==> src/rtl/mem_port_arbiter_pkg.sv <==
// -----------------------------------------------------------------------------
// mem_arb_pkg
// Shared types and constants for the unified-RAM port arbiter.
//   mem_owner_e         : owner tag carried alongside each in-flight read
//   MEM_ARB_MAX_LATENCY : deepest RAM read latency the tag pipeline supports
//   STARVE_CNT_W        : width of the fetch starvation counter
//   sat_inc()           : saturating increment used by the starvation counter
// -----------------------------------------------------------------------------
package mem_arb_pkg;

    typedef enum logic [1:0] {
        OWN_NONE = 2'd0,
        OWN_IF   = 2'd1,
        OWN_MEM  = 2'd2
    } mem_owner_e;

    localparam int MEM_ARB_MAX_LATENCY = 4;
    localparam int STARVE_CNT_W        = 4;

    function automatic logic [STARVE_CNT_W-1:0] sat_inc(
        input logic [STARVE_CNT_W-1:0] val,
        input logic [STARVE_CNT_W-1:0] lim
    );
        return (val >= lim) ? lim : val + 1'b1;
    endfunction

endpackage

==> src/rtl/mem_port_arbiter_if.sv <==
// -----------------------------------------------------------------------------
// mem_port_arbiter_if
// Bundles the fetch request port, the memory-stage request port and the RAM
// data port seen by the arbiter.
//   slave  : arbiter side (takes requests and RAM read data, drives grants,
//            responses and the RAM access)
//   master : environment side (requesters plus RAM)
// -----------------------------------------------------------------------------
interface mem_port_arbiter_if;

    // Instruction fetch port
    logic        if_req_i;
    logic [31:0] if_addr_i;
    logic        if_gnt_o;
    logic        if_rvalid_o;
    logic [31:0] if_rdata_o;

    // Memory-stage port
    logic        mem_req_i;
    logic        mem_we_i;
    logic [31:0] mem_addr_i;
    logic [31:0] mem_wdata_i;
    logic [3:0]  mem_be_i;
    logic        mem_gnt_o;
    logic        mem_rvalid_o;
    logic [31:0] mem_rdata_o;

    // RAM port
    logic        ram_en_o;
    logic        ram_we_o;
    logic [31:0] ram_addr_o;
    logic [31:0] ram_wdata_o;
    logic [3:0]  ram_be_o;
    logic [31:0] ram_rdata_i;

    modport slave (
        input  if_req_i, if_addr_i,
        input  mem_req_i, mem_we_i, mem_addr_i, mem_wdata_i, mem_be_i,
        input  ram_rdata_i,
        output if_gnt_o, if_rvalid_o, if_rdata_o,
        output mem_gnt_o, mem_rvalid_o, mem_rdata_o,
        output ram_en_o, ram_we_o, ram_addr_o, ram_wdata_o, ram_be_o
    );

    modport master (
        output if_req_i, if_addr_i,
        output mem_req_i, mem_we_i, mem_addr_i, mem_wdata_i, mem_be_i,
        output ram_rdata_i,
        input  if_gnt_o, if_rvalid_o, if_rdata_o,
        input  mem_gnt_o, mem_rvalid_o, mem_rdata_o,
        input  ram_en_o, ram_we_o, ram_addr_o, ram_wdata_o, ram_be_o
    );

endinterface

==> src/rtl/mem_port_arbiter_resp_tag_pipe.sv <==
// -----------------------------------------------------------------------------
// resp_tag_pipe
// LATENCY-stage shift register of owner tags. A tag entering at tag_i appears
// at tag_o exactly LATENCY cycles later, lining up with the RAM read data.
//   clk_i : clock
//   clr_i : synchronous clear, empties every stage to OWN_NONE
//   tag_i : owner of the access issued this cycle
//   tag_o : owner of the read data returning this cycle
// -----------------------------------------------------------------------------
module resp_tag_pipe
    import mem_arb_pkg::*;
#(
    parameter int LATENCY = 1
) (
    input  logic       clk_i,
    input  logic       clr_i,
    input  mem_owner_e tag_i,
    output mem_owner_e tag_o
);

    mem_owner_e stage_q [LATENCY];

    always_ff @(posedge clk_i) begin
        if (clr_i) begin
            for (int i = 0; i < LATENCY; i++) begin
                stage_q[i] <= OWN_NONE;
            end
        end else begin
            stage_q[0] <= tag_i;
            for (int i = 1; i < LATENCY; i++) begin
                stage_q[i] <= stage_q[i-1];
            end
        end
    end

    assign tag_o = stage_q[LATENCY-1];

endmodule

==> src/rtl/mem_port_arbiter.sv <==
// -----------------------------------------------------------------------------
// mem_port_arbiter
// Shares the single unified-RAM data port between instruction fetch (IF) and
// the memory stage (MEM). One access per cycle, zero-cycle arbitration. MEM
// wins ties until IF has lost STARVE_LIMIT times in a row, then IF wins once.
// Read responses are steered back to their owner by a tag pipeline matching
// the RAM read latency; writes produce no response.
//   clk_i : clock, rising edge
//   rst   : synchronous active-high reset
//   bus   : request/grant/response ports of both requesters and the RAM port
// Parameters:
//   LATENCY      : RAM read latency in cycles (1..4)
//   STARVE_LIMIT : max consecutive MEM grants while IF waits (1..15)
// -----------------------------------------------------------------------------
module mem_port_arbiter
    import mem_arb_pkg::*;
#(
    parameter int LATENCY      = 1,
    parameter int STARVE_LIMIT = 4
) (
    input  logic                clk_i,
    input  logic                rst,
    mem_port_arbiter_if.slave   bus
);

    // Out-of-range parameters are clamped to the supported range.
    localparam int TAG_DEPTH = (LATENCY < 1) ? 1 :
                               (LATENCY > MEM_ARB_MAX_LATENCY) ? MEM_ARB_MAX_LATENCY : LATENCY;
    localparam logic [STARVE_CNT_W-1:0] LIMIT = STARVE_CNT_W'(STARVE_LIMIT);

    logic [STARVE_CNT_W-1:0] starve_cnt_q, starve_cnt_d;
    logic                    if_gnt, mem_gnt;
    logic                    if_rvalid, mem_rvalid;
    mem_owner_e              tag_in, tag_out;

    // Grant selection: MEM has priority unless IF has been starved to the limit.
    always_comb begin
        if_gnt  = 1'b0;
        mem_gnt = 1'b0;
        if (!rst) begin
            if (bus.if_req_i && bus.mem_req_i) begin
                if (starve_cnt_q >= LIMIT) begin
                    if_gnt = 1'b1;
                end else begin
                    mem_gnt = 1'b1;
                end
            end else begin
                if_gnt  = bus.if_req_i;
                mem_gnt = bus.mem_req_i;
            end
        end
    end

    // Counts MEM wins while IF is waiting; any gap in the IF request restarts it.
    always_comb begin
        starve_cnt_d = starve_cnt_q;
        if (!bus.if_req_i || if_gnt) begin
            starve_cnt_d = '0;
        end else if (mem_gnt) begin
            starve_cnt_d = sat_inc(starve_cnt_q, LIMIT);
        end
    end

    always_ff @(posedge clk_i) begin
        if (rst) begin
            starve_cnt_q <= '0;
        end else begin
            starve_cnt_q <= starve_cnt_d;
        end
    end

    // RAM access mux; idle cycles drive an all-zero access.
    always_comb begin
        bus.ram_en_o    = 1'b0;
        bus.ram_we_o    = 1'b0;
        bus.ram_addr_o  = '0;
        bus.ram_wdata_o = '0;
        bus.ram_be_o    = '0;
        if (if_gnt) begin
            bus.ram_en_o   = 1'b1;
            bus.ram_addr_o = bus.if_addr_i;
            bus.ram_be_o   = 4'hF;
        end else if (mem_gnt) begin
            bus.ram_en_o    = 1'b1;
            bus.ram_we_o    = bus.mem_we_i;
            bus.ram_addr_o  = bus.mem_addr_i;
            bus.ram_wdata_o = bus.mem_wdata_i;
            bus.ram_be_o    = bus.mem_be_i;
        end
    end

    assign bus.if_gnt_o  = if_gnt;
    assign bus.mem_gnt_o = mem_gnt;

    // Only reads need a response slot; writes complete at grant.
    always_comb begin
        tag_in = OWN_NONE;
        if (if_gnt) begin
            tag_in = OWN_IF;
        end else if (mem_gnt && !bus.mem_we_i) begin
            tag_in = OWN_MEM;
        end
    end

    resp_tag_pipe #(
        .LATENCY (TAG_DEPTH)
    ) u_resp_tag_pipe (
        .clk_i (clk_i),
        .clr_i (rst),
        .tag_i (tag_in),
        .tag_o (tag_out)
    );

    // The last stage still holds pre-reset tags during the first reset cycle,
    // so responses are masked while rst is high.
    assign if_rvalid  = !rst && (tag_out == OWN_IF);
    assign mem_rvalid = !rst && (tag_out == OWN_MEM);

    assign bus.if_rvalid_o  = if_rvalid;
    assign bus.if_rdata_o   = if_rvalid  ? bus.ram_rdata_i : '0;
    assign bus.mem_rvalid_o = mem_rvalid;
    assign bus.mem_rdata_o  = mem_rvalid ? bus.ram_rdata_i : '0;

endmodule

==> src/flat_wrapper.sv <==
// flat-port wrapper written by rule: the top's interface ports become plain ports
module mem_port_arbiter_flat import mem_arb_pkg::*;
#(
    parameter int LATENCY      = 1,
    parameter int STARVE_LIMIT = 4
)
  (clk_i, rst, bus_if_req_i, bus_if_addr_i, bus_mem_req_i, bus_mem_we_i, bus_mem_addr_i, bus_mem_wdata_i, bus_mem_be_i, bus_ram_rdata_i, bus_if_gnt_o, bus_if_rvalid_o, bus_if_rdata_o, bus_mem_gnt_o, bus_mem_rvalid_o, bus_mem_rdata_o, bus_ram_en_o, bus_ram_we_o, bus_ram_addr_o, bus_ram_wdata_o, bus_ram_be_o);
  mem_port_arbiter_if bus_i ();
  input  logic clk_i;
  input  logic rst;
  input wire logic [$bits(bus_i.if_req_i)-1:0] bus_if_req_i;
  input wire logic [$bits(bus_i.if_addr_i)-1:0] bus_if_addr_i;
  input wire logic [$bits(bus_i.mem_req_i)-1:0] bus_mem_req_i;
  input wire logic [$bits(bus_i.mem_we_i)-1:0] bus_mem_we_i;
  input wire logic [$bits(bus_i.mem_addr_i)-1:0] bus_mem_addr_i;
  input wire logic [$bits(bus_i.mem_wdata_i)-1:0] bus_mem_wdata_i;
  input wire logic [$bits(bus_i.mem_be_i)-1:0] bus_mem_be_i;
  input wire logic [$bits(bus_i.ram_rdata_i)-1:0] bus_ram_rdata_i;
  output wire logic [$bits(bus_i.if_gnt_o)-1:0] bus_if_gnt_o;
  output wire logic [$bits(bus_i.if_rvalid_o)-1:0] bus_if_rvalid_o;
  output wire logic [$bits(bus_i.if_rdata_o)-1:0] bus_if_rdata_o;
  output wire logic [$bits(bus_i.mem_gnt_o)-1:0] bus_mem_gnt_o;
  output wire logic [$bits(bus_i.mem_rvalid_o)-1:0] bus_mem_rvalid_o;
  output wire logic [$bits(bus_i.mem_rdata_o)-1:0] bus_mem_rdata_o;
  output wire logic [$bits(bus_i.ram_en_o)-1:0] bus_ram_en_o;
  output wire logic [$bits(bus_i.ram_we_o)-1:0] bus_ram_we_o;
  output wire logic [$bits(bus_i.ram_addr_o)-1:0] bus_ram_addr_o;
  output wire logic [$bits(bus_i.ram_wdata_o)-1:0] bus_ram_wdata_o;
  output wire logic [$bits(bus_i.ram_be_o)-1:0] bus_ram_be_o;
  assign bus_i.if_req_i = bus_if_req_i;
  assign bus_i.if_addr_i = bus_if_addr_i;
  assign bus_i.mem_req_i = bus_mem_req_i;
  assign bus_i.mem_we_i = bus_mem_we_i;
  assign bus_i.mem_addr_i = bus_mem_addr_i;
  assign bus_i.mem_wdata_i = bus_mem_wdata_i;
  assign bus_i.mem_be_i = bus_mem_be_i;
  assign bus_i.ram_rdata_i = bus_ram_rdata_i;
  assign bus_if_gnt_o = bus_i.if_gnt_o;
  assign bus_if_rvalid_o = bus_i.if_rvalid_o;
  assign bus_if_rdata_o = bus_i.if_rdata_o;
  assign bus_mem_gnt_o = bus_i.mem_gnt_o;
  assign bus_mem_rvalid_o = bus_i.mem_rvalid_o;
  assign bus_mem_rdata_o = bus_i.mem_rdata_o;
  assign bus_ram_en_o = bus_i.ram_en_o;
  assign bus_ram_we_o = bus_i.ram_we_o;
  assign bus_ram_addr_o = bus_i.ram_addr_o;
  assign bus_ram_wdata_o = bus_i.ram_wdata_o;
  assign bus_ram_be_o = bus_i.ram_be_o;
  mem_port_arbiter #(.LATENCY(LATENCY), .STARVE_LIMIT(STARVE_LIMIT)) u_core (.clk_i(clk_i), .rst(rst), .bus(bus_i));
endmodule
==> config.mk <==
export PLATFORM = sky130hd
export DESIGN_NAME = mem_port_arbiter_flat
export DESIGN_NICKNAME = d
export VERILOG_FILES = /design/src/rtl/mem_port_arbiter_pkg.sv /design/src/rtl/mem_port_arbiter_if.sv /design/src/rtl/mem_port_arbiter_resp_tag_pipe.sv /design/src/rtl/mem_port_arbiter.sv /design/src/flat_wrapper.sv
export SDC_FILE = /design/constraint.sdc
export NUM_CORES = 1
export LEC_CHECK = 0
export ABC_AREA = 1
export BUFFER_PORTS_ARGS = -buffer_cell sky130_fd_sc_hd__buf_2
export CAP_MARGIN = 10
export CORE_AREA = 2 2 107 109
export CTS_BUF_LIST = sky130_fd_sc_hd__clkbuf_16
export DETAILED_ROUTE_END_ITERATION = 8
export DIE_AREA = 0 0 109 111
export PLACE_DENSITY = 0.44
export SLEW_MARGIN = 20
export SYNTH_ARGS = -nofsm -noshare
export SYNTH_HDL_FRONTEND = slang
export SYNTH_SLANG_ARGS = --single-unit
export TNS_END_PERCENT = 5
==> constraint.sdc <==
create_clock -name clk_i -period 1.4 [get_ports clk_i]
set_clock_uncertainty 0.15 [all_clocks]
set_input_delay 0.07 -clock clk_i [delete_from_list [all_inputs] [get_ports clk_i]]
set_output_delay 0.07 -clock clk_i [all_outputs]
set_load 0.01 [all_outputs]
Yosys cells after proc, flatten, opt, wreduce, memory -nomap -nowiden. Memories as Yosys holds them, arrays and structs flattened. Cells that the tools add are included. W data, S select, Z words.

Bits of input ports: 137. Logic and storage cells: 42. Register bits after elaboration: 4. RAM bits: 2. Memories: 1.

Memory list: u_core.u_resp_tag_pipe.stage_q (depth 1, bits a word 2, rd ports 1, clocked after memory_dff 0, write ports 1, RTL line mem_port_arbiter_resp_tag_pipe.sv:21) `mem_owner_e stage_q [LATENCY];`.

Mux-type cells: 26. Equal/unequal tests: 2. $add $sub $neg: 1. Order comparisons: 1. Reduce and logical (&&, ||, !) cells: 10.

Operators by type and width (number): $mux W32 (6); $mux W1 (14); $mux W4 (3); $mux W2 (3); $add A4 B1 Y4 const B (1); $ge A4 B3 Y1 const B (1); $logic_and A1 B1 Y1 (4); $reduce_or A2 Y1 (2); $logic_not A1 Y1 (3); $eq A2 B1 Y1 const B (1); $eq A2 B2 Y1 const B (1); $logic_or A1 B1 Y1 (1).

Logic depth before layout (Yosys ltp). Gate-level depths: netlist (run 1).

Word-level depth: 8. Depth in mapped cells: 7. Mapped depth without buffers: 6.

Cells and area by module. A second synthesis (run 1) with hierarchy kept.

Cells, all modules: 319. Area total of the unflattened synthesis: 1460.2 um^2.

Modules (own cells, without submodules): mem_port_arbiter (times used 1, cells each 313, sequential area each 80.1 um^2, area an instance 1405.1 um^2); resp_tag_pipe (times used 1, cells each 6, sequential area each 40.0 um^2, area an instance 55.1 um^2).

Least setup slack after synthesis (run 1). No wires, ideal clock.

Kind: register to output. Start: memory u_core.u_resp_tag_pipe.stage_q[0][1] in the netlist's numbering. End: output bus_if_rdata_o[0]. Cell stages (with the launch flop): 5. Path buffers: 1. Setup slack: 150 ps. Arrival time: 1030 ps. Cells stage by stage: dfxtp_1 -> nor3_2 -> inv_1 -> buf_2 -> nor2_1.

Cells in the longest elaborated chain, start to end: 4.

RTL lines: start, declared (RTL line mem_port_arbiter_resp_tag_pipe.sv:21); $mem_v2 Z1 W2; $eq A2 B1 Y1 (RTL line mem_port_arbiter.sv:116) `assign if_rvalid = !rst && (tag_out == OWN_IF);`; $logic_and A1 B1 Y1 (RTL line mem_port_arbiter.sv:116); via bus_if_rvalid_o (RTL line flat_wrapper.sv:20) `output wire logic [$bits(bus_i.if_rvalid_o)-1:0] bus_if_rvalid_o;`; $mux W32 (RTL line mem_port_arbiter.sv:120) `assign bus.if_rdata_o = if_rvalid ? bus.ram_rdata_i : '0;`; end, declared (RTL line flat_wrapper.sv:21) `output wire logic [$bits(bus_i.if_rdata_o)-1:0] bus_if_rdata_o;`.

The timed path passes the listed nets, and every way through them passes these cells.

Final worst setup path (run 1).
Start: register u_core.starve_cnt_q[3]. End: output bus_ram_addr_o[19].

Cells in the longest elaborated chain, start to end: 6. Elaborated cells between the ends (all ways): 9. Classes of those cells: order compare (1); mux (8).

RTL lines: start, declared (RTL line mem_port_arbiter.sv:31) `logic [STARVE_CNT_W-1:0] starve_cnt_q, starve_cnt_d;`; start signal, assigned (RTL line mem_port_arbiter.sv:68) `starve_cnt_q <= starve_cnt_d;`; $ge A4 B3 Y1 * (RTL line mem_port_arbiter.sv:42) `if (starve_cnt_q >= LIMIT) begin`; $mux W1 (RTL line mem_port_arbiter.sv:42); $mux W1 (RTL line mem_port_arbiter.sv:41) `if (bus.if_req_i && bus.mem_req_i) begin`; $mux W1 (RTL line mem_port_arbiter.sv:40) `if (!rst) begin`; $mux W32 (RTL line mem_port_arbiter.sv:83) `end else if (mem_gnt) begin`; $mux W32 * (RTL line mem_port_arbiter.sv:79) `if (if_gnt) begin`; end, declared (RTL line flat_wrapper.sv:27) `output wire logic [$bits(bus_i.ram_addr_o)-1:0] bus_ram_addr_o;`.

Mark *: on every way between the ends. The rest lies on a longest branch, timed or not.

==> impl_metrics.py, run 1 <==
metrics = {
    "pwr": {
        "power_frac_seq": 0.136,
        "power_switching_uw": 458.7,
        "leakagePower_uw": 0.002383,
        "power_frac_comb": 0.516,
        "power.internal_uw": 869.8,
        "ir_drop_mv": 0.3020,
        "power.density_nw_per_um2": 423.8,
        "p_sw_frac": 0.3453,
        "clkPwrFrac": 0.349,
    },
    "logic_synthesis": {
        "synth_top_area_cell": "nand2_1",
        "synth_simple_gate_area_frac": 0.6002,
        "syn_area_sq_um": 1380,
        "synthCells": 316,
        "syn-num-nets": 454,
        "synth_cell_types": 17,
        "yosys_warnings": 0,
        "synthFlopType": "dfxtp_1",
        "synth.most_common_cell": "nand2_1",
        "ys_async_sr_fraction": 0,
        "ys_seq_elements": 6,
        "synth.avg_cell_area_sq_um": 4.367,
        "synth_edf_count": 0,
        "synth_xor_area_frac": 0,
        "synth_fa_ha_area_frac": 0.009066,
        "synth_top_family_by_area": "simple AND/OR/NAND/NOR gates",
        "synth_top_cells_by_count": "nand2_1 (107), nor2_1 (102), inv_1 (74), buf_2 (9)",
        "synth_compound_gate_area_share": 0.007253,
        "yosys-top-cells-area": "nand2_1 (29%), nor2_1 (28%), inv_1 (20%)",
        "muxShareOfSynthArea": 0,
        "yosysTopAreaCellShare": 0.2910,
        "ys_seq_area_frac": 0.08704,
    },
    "clock_tree": {
        "clock-sinks": 6,
        "cts.clk_slew.worst_paths_ns": 0.04,
        "clock_latency_ns": 0.23,
        "cts_tree": "done",
        "numCtsBuffers": 3,
        "htreeDepth": 1,
        "cts_buffer_depth": 2,
        "root_buffer": "clkbuf_16",
    },
    "critical_path": {
        "required_ns": 1.18,
        "cpMaxStageDelayCell": "dfxtp_2",
        "path_buf_inv": 3,
        "cp.arrival_ns": 1.30,
        "rr_endpoint": "u_core.starve_cnt_q[1]",
        "worst_setup_path_start_kind": "flip-flop",
        "cp_slowest_stage_delay_ns": 0.32,
        "worst-r2r-cell-count": 5,
        "r2r_setup_slack_ns": 0.20,
        "crit_path_frequent_cell": "nand2_1",
        "crit_chain": "nor2_2 -> nand2_1 -> nand2_2 -> inv_4 -> buf_12 -> nand2_1 -> nand2_1 -> buf_2",
        "crit_fanout": 24,
        "critPathTopFamily": "simple AND/OR/NAND/NOR gates",
        "end_kind": "primary output",
        "crit_type": "flip-flop to primary output",
        "r2r-start": "u_core.starve_cnt_q[2]",
    },
    "routing": {
        "vias_per_cell": 3.643,
        "first_pass_iters": 4,
        "drt-initial-drc-count": 46,
        "drcViolationCount": 0,
        "vias": 2667,
        "detail-route-antenna-nets": 0,
        "routed_wl_um": 6705,
        "drt-wirelength-per-cell_um": 9.160,
    },
    "floorplan": {
        "die_y_um": 111,
        "dieArea_sq_um": 12100,
        "rows": 39,
        "fp.dieW_um": 109,
        "core_area_sq_um": 11080,
        "ioPinCount": 275,
        "start_util": 0.1246,
    },
    "global_route": {
        "grt_pass1_wl_um": 9342,
        "grt_max_degree": 38,
        "grt-ovfl-total": 0,
        "track_usage": 0.09390,
        "antenna_found_initial": 0,
        "grt_pass1_vias": 2272,
    },
    "finish": {
        "antenna_cells": 0,
        "fin_area_sq_um": 3134,
        "area_delta_synth_final_pct": 127.1,
        "drive_gt1_frac": 0.5501,
        "layout.nets": 729,
        "fin_cells": 732,
    },
    "timing": {
        "slew_violations": 0,
        "period_share": 1.088,
        "rsz0062_at_grt": "true",
        "finalCriticalPeriod_ns": 1.523,
        "setup_slack_ns": -0.1233,
        "setup_violations": 103,
        "max_freq_mhz": 656.5,
        "hold_viol": 0,
    },
    "hold_path": {
        "min_from": "bus_if_req_i",
        "min_to": "u_core.starve_cnt_q[2]",
        "hold_class": "input port to flip-flop",
        "hold_depth": 3,
    },
    "placed_design": {
        "io_buffers": 274,
        "place_inst": 727,
        "gp_congestion": 0.7509,
        "place_hpwl_um": 5838,
        "post_dp_cell_area_sq_um": 2910,
    },
    "outcome": {
        "violations": "negative setup slack",
        "outcome": "finished, violations left",
    },
    "flow_run": {
        "drv_cap": 0,
    },
}
routing by layer:
layer	vias up	wire length [um]	global-route usage	part of all wire
li1	1408	-	-	-
met1	1089	2350	0.08799	0.35
met2	164	3561	0.2008	0.53
met3	6	718	0.009406	0.11
met4	0	74	0.02821	0.011
met5	-	0	0	0
worst reg2reg max path: stages (launching register included):
cell     delay [ns]
dfxtp_2        0.32
o21ai_2        0.17
nand2_4        0.12
buf_12         0.19
nand2_1        0.08
a21oi_1        0.05
registers in the layout, summed over array words and instances (netlist names):
signal / flops
u_core.starve_cnt_q: 4
u_core.u_resp_tag_pipe.stage_q: 2
through the flow:
| stage | hold WS, ns | util | total power, uW | TNS, ns | setup WS, ns |
|---|---|---|---|---|---|
| after floorplan | -0.007617 | - | 475.4 | 0 | 0.1498 |
| after global placement | 0.1184 | 0.2627 | 832.4 | 0 | 0.06872 |
| after detailed placement | 0.1189 | 0.2627 | 831.6 | 0 | 0.05481 |
| after CTS | 0.04315 | 0.2766 | 1324 | -6.232 | -0.1164 |
| after global routing | 0.05958 | 0.2830 | 1419 | -13.53 | -0.2162 |
| final | 0.04646 | 0.2830 | 1328 | -6.113 | -0.1233 |
worst max path at each step:
stage | start | endpoint | slack [ns] | depth (start not counted)
floorplan | u_core.u_resp_tag_pipe.stage_q[0][1] | bus_if_rdata_o[0] | 0.15 | 4
global placement | u_core.starve_cnt_q[3] | bus_ram_be_o[3] | 0.07 | 6
detailed placement | u_core.starve_cnt_q[3] | bus_ram_be_o[3] | 0.05 | 6
CTS | u_core.starve_cnt_q[3] | bus_ram_addr_o[19] | -0.12 | 8
global route | u_core.starve_cnt_q[3] | bus_ram_addr_o[19] | -0.22 | 8
finish | u_core.starve_cnt_q[3] | bus_ram_addr_o[19] | -0.12 | 8
power groups by stage:
stage | Sequential, uW | Combinational (uW) | Clock [uW]
3_5_place_dp | 182 | 650 | 0
4_1_cts | 180 | 674 | 470
5_1_grt | 180 | 761 | 478
6_report | 180 | 685 | 463
3_3_place_gp | 182 | 651 | 0
2_1_floorplan | 181 | 294 | 0
final cells by class:
class                      instances  area, sq um
tap                              143        178.9
timing repair buffer             285         1524
inverter                          76        300.3
clock buffer                       3        75.07
multi-input combinational        219        933.4
fill                            1255         7943
sequential                         6        122.6
placed cells by master (no fill, tap or decap), drive strengths merged:
cell,n
nand3,2
dlygate4sd3,1
nor3,1
dfxtp,6
conb,1
nor2,103
inv,76
a21oi,1
clkbuf,3
ha,1
o21ai,1
buf,284
nand2,109
repair_timing:
item	CTS	global route
gates cloned	0	0
endpoints found under the hold margin	1	0
hold buffers	1	0
setup buffers	1	0
resized for setup	20	23
pin swaps	0	1
setup endpoints to repair	101	122
cell families (layout without fill, tap and decap cells):
family                   after synthesis  after routing
adder cells (fa/ha/maj)                1              1
flip-flops                             6              6
AND/OR/NAND/NOR                      215            215
buffers and inverters                 91            364
other                                  1              1
AO/OA/AOI/OAI                          2              2
Note: power is estimated with default switching activity, not from simulation.
==> run 2, diff against run 1 <==
ABC_AREA = not set   (was 1)
CORE_AREA = 2 2 108 110   (was 2 2 107 109)
DIE_AREA = 0 0 110 112   (was 0 0 109 111)
PLACE_DENSITY = 0.42   (was 0.44)
==> run 2 against run 1 <==
Global-route usage increased by 0.53 points; sequential share of layout area grew 0.083 points; critical path type unchanged; first-iteration DRC count increased by 33%; the run still ends with negative setup slack left.
==> impl_metrics.py, run 2 <==
metrics = {
    "logic_synthesis": {
        "yosys_warnings": 0,
        "synthFlopType": "dfxtp_1",
        "synth_edf_count": 0,
        "synth_top_cells_by_count": "and2_1 (67), and3_1 (34), a22o_1 (32), clkbuf_1 (12), dfxtp_1 (6)",
        "syn-num-nets": 321,
        "syn_area_sq_um": 1286,
        "synthCells": 183,
        "synth.most_common_cell": "and2_1",
        "synth_cell_types": 18,
        "synth.avg_cell_area_sq_um": 7.029,
        "ys_seq_area_frac": 0.09339,
        "ys_seq_elements": 6,
        "yosysTopAreaCellShare": 0.3259,
        "ys_async_sr_fraction": 0,
        "synth_top_area_cell": "and2_1",
        "yosys-top-cells-area": "and2_1 (33%), a22o_1 (22%), and3_1 (17%)",
    },
    "floorplan": {
        "ioPinCount": 275,
        "die_y_um": 112,
        "start_util": 0.1151,
        "fp.dieW_um": 110,
        "dieArea_sq_um": 12320,
        "core_area_sq_um": 11170,
        "rows": 39,
    },
    "finish": {
        "fin_area_sq_um": 3007,
        "reg.largest.list": "u_core.starve_cnt_q x4, u_core.u_resp_tag_pipe.stage_q x2",
        "largest_reg_flops": 4,
        "layout.nets": 591,
        "top_register": "u_core.starve_cnt_q",
        "seq_area_sq_um": 120.1,
        "multiInputGateArea_sq_um": 1081,
        "antenna_cells": 0,
        "fill_cells": 1265,
        "final_common_cell": "buf_2",
        "fin_cells": 594,
        "final_cell_mix": "buf_2 (270), and2_1 (67), and3_1 (34)",
        "area_delta_synth_final_pct": 133.8,
        "finish.utilization": 0.2691,
        "drive_gt1_frac": 0.6563,
    },
    "placed_design": {
        "post_dp_cell_area_sq_um": 2853,
        "io_buffers": 274,
        "place_inst": 589,
        "dp_slack_ns": -0.2236,
        "gp_congestion": 0.7321,
    },
    "pwr": {
        "power.density_nw_per_um2": 430.9,
        "ir_drop_mv": 0.3444,
        "leakagePower_uw": 0.002020,
        "power_uw": 1296,
    },
    "routing": {
        "vias_per_cell": 3.934,
        "first_pass_iters": 4,
        "detail-route-antenna-nets": 0,
        "routed_wl_um": 6954,
        "drt-wirelength-per-cell_um": 11.71,
        "drcViolationCount": 0,
        "drt-initial-drc-count": 61,
        "vias": 2337,
    },
    "timing": {
        "period_share": 1.337,
        "rsz0062_at_grt": "true",
        "hold_viol": 0,
        "finalCriticalPeriod_ns": 1.872,
        "max_freq_mhz": 534.2,
        "setup_slack_ns": -0.4721,
        "setup_violations": 135,
        "slew_violations": 0,
    },
    "critical_path": {
        "r2r_setup_slack_ns": 0.01,
        "end_kind": "primary output",
        "required_ns": 1.18,
        "crit_fanout": 33,
        "worst_setup_path_start_kind": "flip-flop",
        "crit_type": "flip-flop to primary output",
        "cp.arrival_ns": 1.65,
    },
    "outcome": {
        "outcome": "finished, violations left",
        "violations": "negative setup slack",
    },
    "clock_tree": {
        "cts_buffer_depth": 2,
        "clock_latency_ns": 0.23,
        "cts_tree": "done",
        "cts.clk_slew.worst_paths_ns": 0.03,
        "numCtsBuffers": 3,
        "root_buffer": "clkbuf_16",
        "htreeDepth": 1,
        "clock-sinks": 6,
    },
    "global_route": {
        "grt-ovfl-total": 0,
        "grt_pass1_wl_um": 9756,
        "track_usage": 0.09917,
        "grt_max_degree": 35,
        "antenna_found_initial": 0,
        "grt_pass1_vias": 2003,
    },
    "hold_path": {
        "hold_class": "input port to flip-flop",
    },
    "flow_run": {
        "drv_cap": 0,
    },
}
run 2: cell types whose count changed in the layout (fill, tap and decap cells not counted), moves of 9 or more:
| cell | change |
|---|---|
| nor2_2 | -20 |
| nand2_1 | -95 |
| nor2_1 | -79 |
| a22o_1 | +32 |
| and2_1 | +67 |
| nand2_2 | -9 |
| and3_1 | +34 |
| inv_1 | -74 |
run 2: where the power goes:
part	internal [uW]	switching, uW
sequential	177	2.80
combinational	358	301
clock	366	90.9
run 2: final cells by class:
class,count,area share
Clock buffer,3,0.02497
Multi-Input combinational cell,156,0.3596
Sequential cell,6,0.03995
Timing Repair Buffer,286,0.5160
Tap cell,143,0.05951
run 2: critical path, stage by stage (launching register included):
cell	delay, ns
dfxtp_1	0.30
or3b_1	0.39
and3b_2	0.23
buf_12	0.16
a22o_1	0.20
buf_2	0.14
run 2: repair_timing:
item,in CTS,in global routing
pin swaps,4,1
hold endpoints to repair,1,0
setup buffers,0,1
hold buffers,1,0
resized for setup,5,9
setup endpoints to repair,136,138
run 2: cell families (layout without fill, tap and decap cells):
kind of cell               Yosys count  in the layout  synth area share
adders and majority gates            1              1          0.009726
buffers and inverters               21            289           0.09532
AOI/OAI and AO/OA                   37             37            0.2374
other                                1              1          0.002915
and+or+nand+nor                    117            117            0.5613
DFF                                  6              6           0.09339
run 2: routing by layer:
layer,vias to the layer above,wire length (um),GRT usage
li1,1175,-,-
met1,1016,2470,0.1076
met2,142,3687,0.1951
met3,4,761,0.02166
met4,0,35,0.01266
met5,-,0,0
run 2: path summary, 6_finish.rpt:
check | startpoint | to | cells past startpoint
min | bus_if_req_i | u_core.u_resp_tag_pipe.stage_q[0][0] | 2
min reg2reg | u_core.starve_cnt_q[0] | u_core.starve_cnt_q[0] | 1
max reg2reg | u_core.starve_cnt_q[2] | u_core.u_resp_tag_pipe.stage_q[0][1] | 5
max | u_core.starve_cnt_q[2] | bus_ram_addr_o[9] | 5
run 2: metrics by stage:
step | TNS (ns) | hold slack [ns]
6_report | -25.17 | 0.08760
2_1_floorplan | -3.977 | -0.008389
3_5_place_dp | -6.510 | 0.1266
5_1_grt | -35.33 | 0.1237
3_3_place_gp | -5.712 | 0.1253
4_1_cts | -26.79 | 0.09781
==> run 3, diff against run 2 <==
PLACE_DENSITY = not set   (was 0.42)
PLACE_DENSITY_LB_ADDON = 0.12   (was not set)
SETUP_SLACK_MARGIN = 0.15   (was not set)
==> run 3 against run 2 <==
The flow still finishes with violations (negative setup slack); via count fell by 0.81%; total power down 0.89%; global-route usage down 0.37 points; register-to-register slack better by 0.03 ns; combinational power is 2% lower; utilization fell by 0.25 points; final area fell by 0.92%; critical path depth is the same; final cell count unchanged; critical path type unchanged; critical endpoint is now bus_ram_addr_o[4]; largest power group unchanged; highest routed layer unchanged.
==> impl_metrics.py, run 3 (synthesis results as in run 2) <==
metrics = {
    "finish": {
        "final_cell_mix": "buf_2 (273), and2_1 (67), and3_1 (34)",
        "fin_area_sq_um": 2979,
        "fill_cells": 1244,
        "largest_reg_flops": 4,
        "reg.largest.list": "u_core.starve_cnt_q x4, u_core.u_resp_tag_pipe.stage_q x2",
        "fin_cells": 594,
        "final_common_cell": "buf_2",
        "seq_area_sq_um": 120.1,
        "area_delta_synth_final_pct": 131.6,
        "antenna_cells": 0,
        "layout.nets": 591,
        "drive_gt1_frac": 0.6475,
        "top_register": "u_core.starve_cnt_q",
        "multiInputGateArea_sq_um": 1072,
    },
    "global_route": {
        "grt_pass1_wl_um": 9480,
        "grt_pass1_vias": 1960,
        "antenna_found_initial": 0,
        "grt_max_degree": 35,
        "track_usage": 0.09545,
        "grt-ovfl-total": 0,
    },
    "critical_path": {
        "required_ns": 1.18,
        "cp.arrival_ns": 1.63,
        "worst_setup_path_start_kind": "flip-flop",
        "crit_chain": "or3b_1 -> and3b_1 -> buf_12 -> a22o_1 -> buf_2",
        "cpMaxStageDelayCell": "or3b_1",
        "end_kind": "primary output",
        "crit_type": "flip-flop to primary output",
        "worst-r2r-cell-count": 5,
        "crit_fanout": 33,
        "cp_slowest_stage_delay_ns": 0.38,
    },
    "routing": {
        "first_pass_iters": 4,
        "drt-initial-drc-count": 30,
        "routed_wl_um": 6861,
        "drt-wirelength-per-cell_um": 11.55,
        "vias_per_cell": 3.902,
        "drcViolationCount": 0,
        "detail-route-antenna-nets": 0,
        "vias": 2318,
    },
    "pwr": {
        "power_frac_comb": 0.501,
        "power_frac_seq": 0.140,
        "power_switching_uw": 390.3,
        "ir_drop_mv": 0.2944,
        "clkPwrFrac": 0.359,
        "power.density_nw_per_um2": 431.0,
        "power_uw": 1284,
        "power.internal_uw": 893.7,
        "leakagePower_uw": 0.002017,
        "p_sw_frac": 0.3040,
    },
    "floorplan": {
        "start_util": 0.1151,
        "dieArea_sq_um": 12320,
        "rows": 39,
        "ioPinCount": 275,
        "die_y_um": 112,
        "fp.dieW_um": 110,
        "core_area_sq_um": 11170,
    },
    "placed_design": {
        "post_dp_cell_area_sq_um": 2856,
        "place_hpwl_um": 5769,
        "gp_congestion": 0.7905,
        "place_inst": 590,
        "dp_slack_ns": -0.2177,
        "io_buffers": 274,
    },
    "clock_tree": {
        "cts.clk_slew.worst_paths_ns": 0.03,
        "root_buffer": "clkbuf_16",
        "cts_tree": "done",
        "clock-sinks": 6,
        "numCtsBuffers": 3,
        "htreeDepth": 1,
        "postCtsSetupRepairBufs": 0,
        "clock_latency_ns": 0.23,
        "cts_buffer_depth": 2,
    },
    "timing": {
        "slew_violations": 0,
        "hold_viol": 0,
        "finalCriticalPeriod_ns": 1.847,
        "rsz0062_at_grt": "true",
        "hold_slack_ns": 0.07598,
        "setup_violations": 135,
        "setup_slack_ns": -0.4474,
        "max_freq_mhz": 541.3,
        "period_share": 1.320,
    },
    "hold_path": {
        "hold_depth": 2,
        "hold_class": "input port to flip-flop",
    },
    "flow_run": {
        "drv_cap": 0,
    },
    "outcome": {
        "outcome": "finished, violations left",
        "violations": "negative setup slack",
    },
}
## run 3: critical path: cells and delay by family, from the launching register on
family,cells,cell delay [ns]
flops,1,0.30
buf+inv,2,0.31
simple gates,2,0.58
compound gates,1,0.19
## run 3: timing repair
item	4_1_cts	5_1_grt
pin swaps	5	0
endpoints found under the hold margin	1	0
gates resized for setup	4	4
hold buffers	1	0
setup endpoints to repair	138	139
## run 3: power groups by stage
stage                     clock [uW]  combinational (uW)  sequential, uW
final                            461                 643             180
after CTS                        469                 645             180
after global routing             485                 708             180
after detailed placement           0                 636             183
after global placement             0                 636             182
after floorplan                    0                 277             181
## run 3: layout make-up
| class | instances | share of cell area |
|---|---|---|
| Sequential cell | 6 | 0.04032 |
| Multi-Input combinational cell | 156 | 0.3599 |
| Tap cell | 143 | 0.06006 |
| Clock buffer | 3 | 0.02520 |
| Timing Repair Buffer | 286 | 0.5145 |
## run 3: stage by stage
stage / TNS, ns / utilization
2_1_floorplan: -3.977 / -
3_3_place_gp: -5.536 / 0.2556
3_5_place_dp: -6.209 / 0.2556
4_1_cts: -26.37 / 0.2646
5_1_grt: -33.32 / 0.2666
6_report: -23.37 / 0.2666
## run 3: layer usage
layer  share of wire  vias up  track usage
met5               0        -            0
met4         0.00044        0      0.01266
met3           0.087        2      0.01405
met2            0.56      124       0.1959
met1            0.35     1019       0.1005
li1                -     1173            -
## run 3: worst paths after layout
path	endpoint	slack, ns	startpoint
setup / recovery	bus_ram_addr_o[4]	-0.45	u_core.starve_cnt_q[3]
hold / removal	u_core.u_resp_tag_pipe.stage_q[0][0]	0.08	rst
setup reg to reg	u_core.u_resp_tag_pipe.stage_q[0][1]	0.04	u_core.starve_cnt_q[3]
hold reg to reg	u_core.starve_cnt_q[0]	0.28	u_core.starve_cnt_q[0]
